==> config.mk <==
export PLATFORM = sky130hd
export DESIGN_NAME = apb_gpio_irq
export DESIGN_NICKNAME = d
export VERILOG_FILES = /design/src/rtl/apb_gpio_irq.sv
export SDC_FILE = /design/constraint.sdc
export NUM_CORES = 1
export LEC_CHECK = 0
export ABC_AREA = 1
export CAP_MARGIN = 20
export CELL_PAD_IN_SITES_DETAIL_PLACEMENT = 0
export CELL_PAD_IN_SITES_GLOBAL_PLACEMENT = 2
export CORE_MARGIN = 8
export CORE_UTILIZATION = 28
export CTS_BUF_LIST = sky130_fd_sc_hd__clkbuf_8
export CTS_CLUSTER_DIAMETER = 100
export CTS_CLUSTER_SIZE = 10
export DETAILED_ROUTE_END_ITERATION = 6
export HOLD_SLACK_MARGIN = 0.02
export PLACE_DENSITY = 0.82
export SYNTH_ARGS = -nofsm -noshare
export SYNTH_HDL_FRONTEND = slang
export SYNTH_SLANG_ARGS = --single-unit
==> constraint.sdc <==
create_clock -name PCLK -period 2.2 [get_ports PCLK]
set_input_delay 0.44 -clock PCLK [delete_from_list [all_inputs] [get_ports PCLK]]
set_output_delay 0.44 -clock PCLK [all_outputs]
set_load 0.05 [all_outputs]
==> src/rtl/apb_gpio_irq.sv <==
// APB3 GPIO slave: debounced switch inputs, LED outputs with atomic set/clear, edge IRQs onto FABINT.
// Zero wait states; PRDATA combinational in access phase; FABINT one edge behind IRQ_STATUS.
module apb_gpio_irq #(
    parameter int                 NUM_IN          = 2,
    parameter int                 NUM_OUT         = 8,
    parameter int                 DEBOUNCE_CYCLES = 16,
    parameter logic [NUM_OUT-1:0] OUT_RESET       = '0
) (
    input  logic               PCLK,
    input  logic               PRESET,
    input  logic               PSEL,
    input  logic               PENABLE,
    input  logic               PWRITE,
    input  logic [8:0]         PADDR,
    input  logic [31:0]        PWDATA,
    output logic [31:0]        PRDATA,
    output logic               PREADY,
    output logic               PSLVERR,
    input  logic [NUM_IN-1:0]  SW_IN,
    output logic [NUM_OUT-1:0] LED_OUT,
    output logic               FABINT
);

    logic [NUM_IN-1:0]  sync1_q, sync2_q, din_w, din_prev_q;
    logic [NUM_OUT-1:0] out_q, out_d;
    logic [NUM_IN-1:0]  rise_en_q, rise_en_d, fall_en_q, fall_en_d;
    logic [NUM_IN-1:0]  status_q, status_d, w1c, set_ev;
    logic               fabint_q;
    logic [2:0]         idx;
    logic               access, addr_ok, err, wr_en;
    logic [31:0]        rdata;
    logic               unused_ok;

    assign unused_ok = ^{PADDR[1:0], PWDATA};

    for (genvar i = 0; i < NUM_IN; i++) begin : g_in
        if (DEBOUNCE_CYCLES == 0) begin : g_bypass
            logic db_q;
            always_ff @(posedge PCLK or posedge PRESET) begin
                if (PRESET) db_q <= 1'b0;
                else        db_q <= sync2_q[i];
            end
            assign din_w[i] = db_q;
        end else begin : g_deb
            logic        db_q, db_d;
            logic [15:0] cnt_q, cnt_d;
            // A change is accepted only after it has persisted DEBOUNCE_CYCLES cycles past the first mismatch.
            always_comb begin
                cnt_d = '0;
                db_d  = db_q;
                if (sync2_q[i] != db_q) begin
                    if (cnt_q == 16'(DEBOUNCE_CYCLES)) db_d  = sync2_q[i];
                    else                               cnt_d = cnt_q + 16'd1;
                end
            end
            always_ff @(posedge PCLK or posedge PRESET) begin
                if (PRESET) begin
                    db_q  <= 1'b0;
                    cnt_q <= '0;
                end else begin
                    db_q  <= db_d;
                    cnt_q <= cnt_d;
                end
            end
            assign din_w[i] = db_q;
        end
    end

    assign access  = PSEL & PENABLE;
    assign idx     = PADDR[4:2];
    assign addr_ok = (PADDR[8:5] == 4'd0);
    assign err     = access & (~addr_ok
                             | (~PWRITE & ((idx == 3'd2) | (idx == 3'd3)))
                             | ( PWRITE & ((idx == 3'd0) | (idx == 3'd7))));
    assign wr_en   = access & PWRITE & ~err;

    assign set_ev = (din_w & ~din_prev_q & rise_en_q) | (~din_w & din_prev_q & fall_en_q);

    always_comb begin
        out_d     = out_q;
        rise_en_d = rise_en_q;
        fall_en_d = fall_en_q;
        w1c       = '0;
        if (wr_en) begin
            case (idx)
                3'd1:    out_d     = PWDATA[NUM_OUT-1:0];
                3'd2:    out_d     = out_q | PWDATA[NUM_OUT-1:0];
                3'd3:    out_d     = out_q & ~PWDATA[NUM_OUT-1:0];
                3'd4:    rise_en_d = PWDATA[NUM_IN-1:0];
                3'd5:    fall_en_d = PWDATA[NUM_IN-1:0];
                3'd6:    w1c       = PWDATA[NUM_IN-1:0];
                default: ;
            endcase
        end
        // A new edge event in the same cycle as its W1C keeps the bit pending.
        status_d = (status_q & ~w1c) | set_ev;
    end

    always_comb begin
        rdata = '0;
        case (idx)
            3'd0:    rdata = 32'(din_w);
            3'd1:    rdata = 32'(out_q);
            3'd4:    rdata = 32'(rise_en_q);
            3'd5:    rdata = 32'(fall_en_q);
            3'd6:    rdata = 32'(status_q);
            3'd7:    rdata = {16'(DEBOUNCE_CYCLES), 8'(NUM_OUT), 8'(NUM_IN)};
            default: rdata = '0;
        endcase
    end

    always_ff @(posedge PCLK or posedge PRESET) begin
        if (PRESET) begin
            sync1_q    <= '0;
            sync2_q    <= '0;
            din_prev_q <= '0;
            out_q      <= OUT_RESET;
            rise_en_q  <= '0;
            fall_en_q  <= '0;
            status_q   <= '0;
            fabint_q   <= 1'b0;
        end else begin
            sync1_q    <= SW_IN;
            sync2_q    <= sync1_q;
            din_prev_q <= din_w;
            out_q      <= out_d;
            rise_en_q  <= rise_en_d;
            fall_en_q  <= fall_en_d;
            status_q   <= status_d;
            fabint_q   <= |status_q;
        end
    end

    assign PRDATA  = (access & ~err) ? rdata : 32'd0;
    assign PREADY  = 1'b1;
    assign PSLVERR = err;
    assign LED_OUT = out_q;
    assign FABINT  = fabint_q;

endmodule

After elaboration in Yosys (flattened, before gate mapping)
Index checks and enable logic that the tools add are counted.
Word-level totals
  register bits: 55
  output and inout port bits: 43
Operators by class
  add/sub/neg operators: 2
  equal/unequal tests: 11
  multiplexer cells: 9
  bitwise operators: 27
  reduce and logical (&&, ||, !) cells: 9
Operators with widths (count)
  21-bit one-hot mux with 6 select lines: 1
  16-bit two-way mux: 4
  16-bit by 1-bit adder with 16-bit output (second input constant): 2
  16-bit by 5-bit == test with 1-bit output (second input constant): 2
  32-bit two-way mux: 1
  8-bit one-hot mux with 3 select lines: 1
  3-bit == test (second input constant): 4
  2-bit AND: 5
  2-bit AND reduction: 5
  8-bit AND: 1
  8-bit inverter: 1
  8-bit bitwise OR: 1
  1-bit AND: 7
  3-bit by 2-bit == test with 1-bit output (second input constant): 2
  2-bit inverter: 3
  4-bit zero test: 1
  2-bit two-way mux: 2
  1-bit bitwise OR: 4
  2-bit bitwise OR: 2
  3-bit by 1-bit == test with 1-bit output (second input constant): 1
  3-bit zero test: 1
  1-bit inverter: 3
  3-bit nonzero test: 1
  1-bit inequality test: 2
  2-bit OR reduction: 1

Longest topological paths before layout
  word-level depth: 12
  gate-level depth with buffers: 9
  mapped depth without buffers: 8

Least setup slack after synthesis
OpenSTA, ideal clock, no wires.
  path type: input port to output port
  from: input PADDR[8]
  to: output PRDATA[2]
  arrival time: 2.072 ns
  data required time: 1.760 ns
  path slack: -0.312 ns
  cell stages on the path: 7
  path buffers: 0
  path through: nor2_1 nand2_1 nor2_8 nand2_2 inv_2 nand2_2 nor3_1
On the way
  cells in the longest elaborated chain, start to end: 8
Ends and longest elaborated chain
  start: declaration: RTL line 14  | input logic [8:0] PADDR,
  4-bit zero test: RTL line 71  | assign addr_ok = (PADDR[8:5] == 4'd0);
  1-bit inverter: RTL line 72  | assign err = access & (~addr_ok
  1-bit bitwise OR: RTL line 73  | | (~PWRITE & ((idx == 3'd2) | (idx == 3'd3)))
  1-bit bitwise OR: RTL line 74  | | ( PWRITE & ((idx == 3'd0) | (idx == 3'd7))));
  1-bit AND: RTL line 72
  1-bit inverter: RTL line 134  | assign PRDATA = (access & ~err) ? rdata : 32'd0;
  1-bit AND: RTL line 134
  32-bit two-way mux: RTL line 134
  end: declaration: RTL line 16  | output logic [31:0] PRDATA,
Every way passes these cells.

Worst setup path in the final report
  from: input PADDR[4]
  to: output PRDATA[0]
On the way
  cells in the longest elaborated chain, start to end: 9
Ends and longest elaborated chain (RTL line)
  3-bit by 2-bit == test with 1-bit output: 73
  1-bit bitwise OR: 73
  1-bit AND: 73
  1-bit bitwise OR: 73
  1-bit bitwise OR: 74
  1-bit AND: 72
  1-bit inverter: 134
  1-bit AND: 134
  32-bit two-way mux (*): 134
Every way passes the cells marked *; elsewhere a longest branch is shown, timed or not.

==> results_dict.tcl <==
set metrics [dict create \
    drc 0 \
    start_util_pct 28.31 \
    startpoint_type "primary input" \
    drive_above_1_share_pct 15.06 \
    busiest_layer "met2" \
    fin_setup_tns_ps 0 \
    hpwl_um 6121 \
    synth-edff-count 0 \
    cp-endpoint "PRDATA[0]" \
    max_slew_margin_pct 64.30 \
    rsz0062_at_grt "false" \
    cpPeakStageDelay_ps 250 \
    worstSetupEndpointType "output pin" \
    layout.nets 550 \
    htree_levels 2 \
    tightest_slew_ps 533.8 \
    critPathArrivalTime_ps 1670 \
    crit_start "PADDR[4]" \
    syn_area_per_cell_um2 7.721 \
    syn-cell-area_um2 3343 \
    setup_viol 0 \
    power.leakage_nw 1.896 \
    synthArstFlopShare_pct 100.0 \
    firstDrtPassIters 6 \
    synth_area_leader_cell "dfrtp_1" \
    clock_skew_ps 9.015 \
    postRouteAntennaNets 0 \
    clkTransAtPathRegs_ps 100 \
    vias 2921 \
    placed_cell_area_um2 4081 \
    worst-setup-path-type "primary input to output pin" \
    diodes 0 \
    path_cells "dlygate4sd2_1 > buf_4 > nand2_1 > nand3_2 > nand2_4 > inv_4 > buf_4 > nand3_4 > a21oi_2 > buf_12" \
    path_buf_inv 5 \
    ys_types 34 \
    r2r-end "g_in[1].g_deb.cnt_q[14]" \
    core_area_um2 11810 \
    clkLatencyLatePin_ps 300 \
    seq_area_frac_synth_pct 41.17 \
    status "complete, no violations" \
    max_cap_viol_count 0 \
    grt-ovfl-total 0 \
    die_area_um2 15690 \
    wirelength_um 8162 \
    hold_path.class "flop to flop" \
    area_growth_pct 28.93 \
    slew_violations 0 \
    antenna_found_initial 0 \
    netlist_top_cells_area "dfrtp_1 (41%), inv_1 (7.3%), nor2_1 (7.2%)" \
    cts_num_sinks 55 \
    numCtsBuffers 5 \
    yosysMostFrequentCell "inv_1" \
    ys_seq_elements 55 \
    track_usage_pct 10.57 \
    hold_buffers 0 \
    avgViaCountPerCell 4.529 \
    min_period_over_period_pct 96.10 \
    root_buffer "clkbuf_8" \
    grt_pass1_wl_um 13940 \
    critPathTopFamily "buffers and inverters" \
    io_pins 91 \
    fmax_ghz 0.4730 \
    grt_use_met1_pct 14.11 \
    die-height_um 125.3 \
    fin_util_pct 36.49 \
    wl_per_cell_um 12.65 \
    synth_commonest_cells "inv_1 (65), nor2_1 (64), nand2_1 (60)" \
    grt_max_degree 56 \
    reg2reg_setup_slack_ps 550 \
    ys_warn_count 0 \
    critical_path_peak_fanout 4 \
    critPathRequiredTime_ps 1760 \
    place_congestion 0.7939 \
    syn-instance-count 433 \
    drtIter0Drc 197 \
    fp-row-count 40 \
    io_buffer_count 41 \
    fin_crit_ps 2114 \
    grt_pass1_vias 2896 \
    slowest_stage "dlygate4sd2_1" \
    power_density_nw_per_um2 489.3 \
    timing.final.ws_setup_ps 85.88 \
    synth_top_area_share_pct 41.17 \
    reg2reg_from "g_in[1].g_deb.cnt_q[0]" \
    finalHoldViolCount 0 \
    die_x_um 125.3 \
    ctsLongestPathBuffers 2 \
    critPathMostFrequentCell "buf_4" \
    cts_tree "yes" \
    irDropWorstVdd_mv 0.2540 \
    fillers 1242 \
    worstRegToRegCells 8 \
    use_met3_pct 2.210 \
    worst-path-stages 10 \
    final_area_um2 4310 \
    synth_ff_type "dfrtp_1" \
    pre_cts_ws_ps -296.1 \
    use_met2_pct 16.84 \
]
-- worst min-delay path by stage --
stage / cells after the start / from / end / slack (ps)
after floorplan: 0 / sync1_q[0] / sync2_q[0] / 330
after global placement: 0 / sync1_q[1] / sync2_q[1] / 330
after detailed placement: 0 / sync1_q[0] / sync2_q[0] / 340
after CTS: 0 / sync1_q[1] / sync2_q[1] / 360
after global routing: 0 / sync1_q[1] / sync2_q[1] / 380
final: 0 / sync1_q[1] / sync2_q[1] / 360
-- timing repair --
item                                    4_1_cts  5_1_grt
buffers inserted                              3        0
endpoints found under the hold margin         0        0
gates resized for setup                      32        4
pin swaps                                     6        1
endpoints found under the setup margin       11        4
-- cell type report --
class / count / area (µm²) / share of cell area (%)
Multi-Input combinational cell: 302 / 1683 / 39.04
Sequential cell: 55 / 1376 / 31.93
Timing Repair Buffer: 65 / 699.4 / 16.23
Inverter: 69 / 261.5 / 6.067
Tap cell: 147 / 183.9 / 4.267
Clock buffer: 5 / 68.82 / 1.597
Clock inverter: 2 / 37.54 / 0.8708
-- cells in the final DEF (no fill, tap or decap), types with 11 or more instances in the layout --
master | synthesis | routed
inv_1 | 65 | 63
o21bai_1 | 12 | 12
nand3_1 | 37 | 36
buf_4 | 24 | 22
nand2_1 | 60 | 59
nor3_1 | 24 | 18
conb_1 | 2 | 23
xor2_1 | 13 | 13
o21ai_0 | 11 | 11
buf_12 | 0 | 12
nor2_1 | 64 | 62
dfrtp_1 | 55 | 55
clkdlybuf4s50_1 | 0 | 22
nand4_1 | 19 | 19
-- cells by family after synthesis --
group	Yosys count	share of synthesized area (%)
simple gates	220	31.18
other cells	2	0.2246
fa+ha+maj	4	1.497
xor+xnor	16	4.192
buf+inv	97	14.30
flops	55	41.17
compound gates	39	7.448
-- sequential cells by signal, summed over array words and instances, names as in the netlist --
signal and count:
g_in.g_deb.cnt_q 32, LED_OUT 8, din_prev_q 2, fall_en_q 2, g_in.g_deb.db_q 2, rise_en_q 2
status_q 2, sync1_q 2, sync2_q 2, FABINT 1
-- metal layers --
layer  part of all wire (%)  wire (µm)
met1                     50       4082
met2                     45       3640
met3                    4.3        347
met4                    1.1         91
met5                      0          0
-- stage by stage --
stage	hold WS [ps]	std cells	total power, W
CTS	361.6	645	0.002151
global placement	332.7	635	0.001453
finish	358.0	645	0.002109
global route	378.9	645	0.002233
floorplan	331.2	454	0.001351
detailed placement	339.4	635	0.001455
-- where the power goes --
| group | total [W] | switching, W | internal [W] |
|---|---|---|---|
| Clock | 0.000666 | 0.000332 | 0.000333 |
| Sequential | 0.00105 | 0.0000199 | 0.00103 |
| Combinational | 0.000389 | 0.000272 | 0.000117 |
-- worst reg2reg max path, stage by stage, from the launching register on --
cell and delay, ps:
dfrtp_1 400, ha_1 230, nand2_1 90, nor2_1 280
nand2_1 120, nor3_1 210, nand2_1 90, nand3_1 80
nor2_1 50
Note: power is estimated with default switching activity, not from simulation.
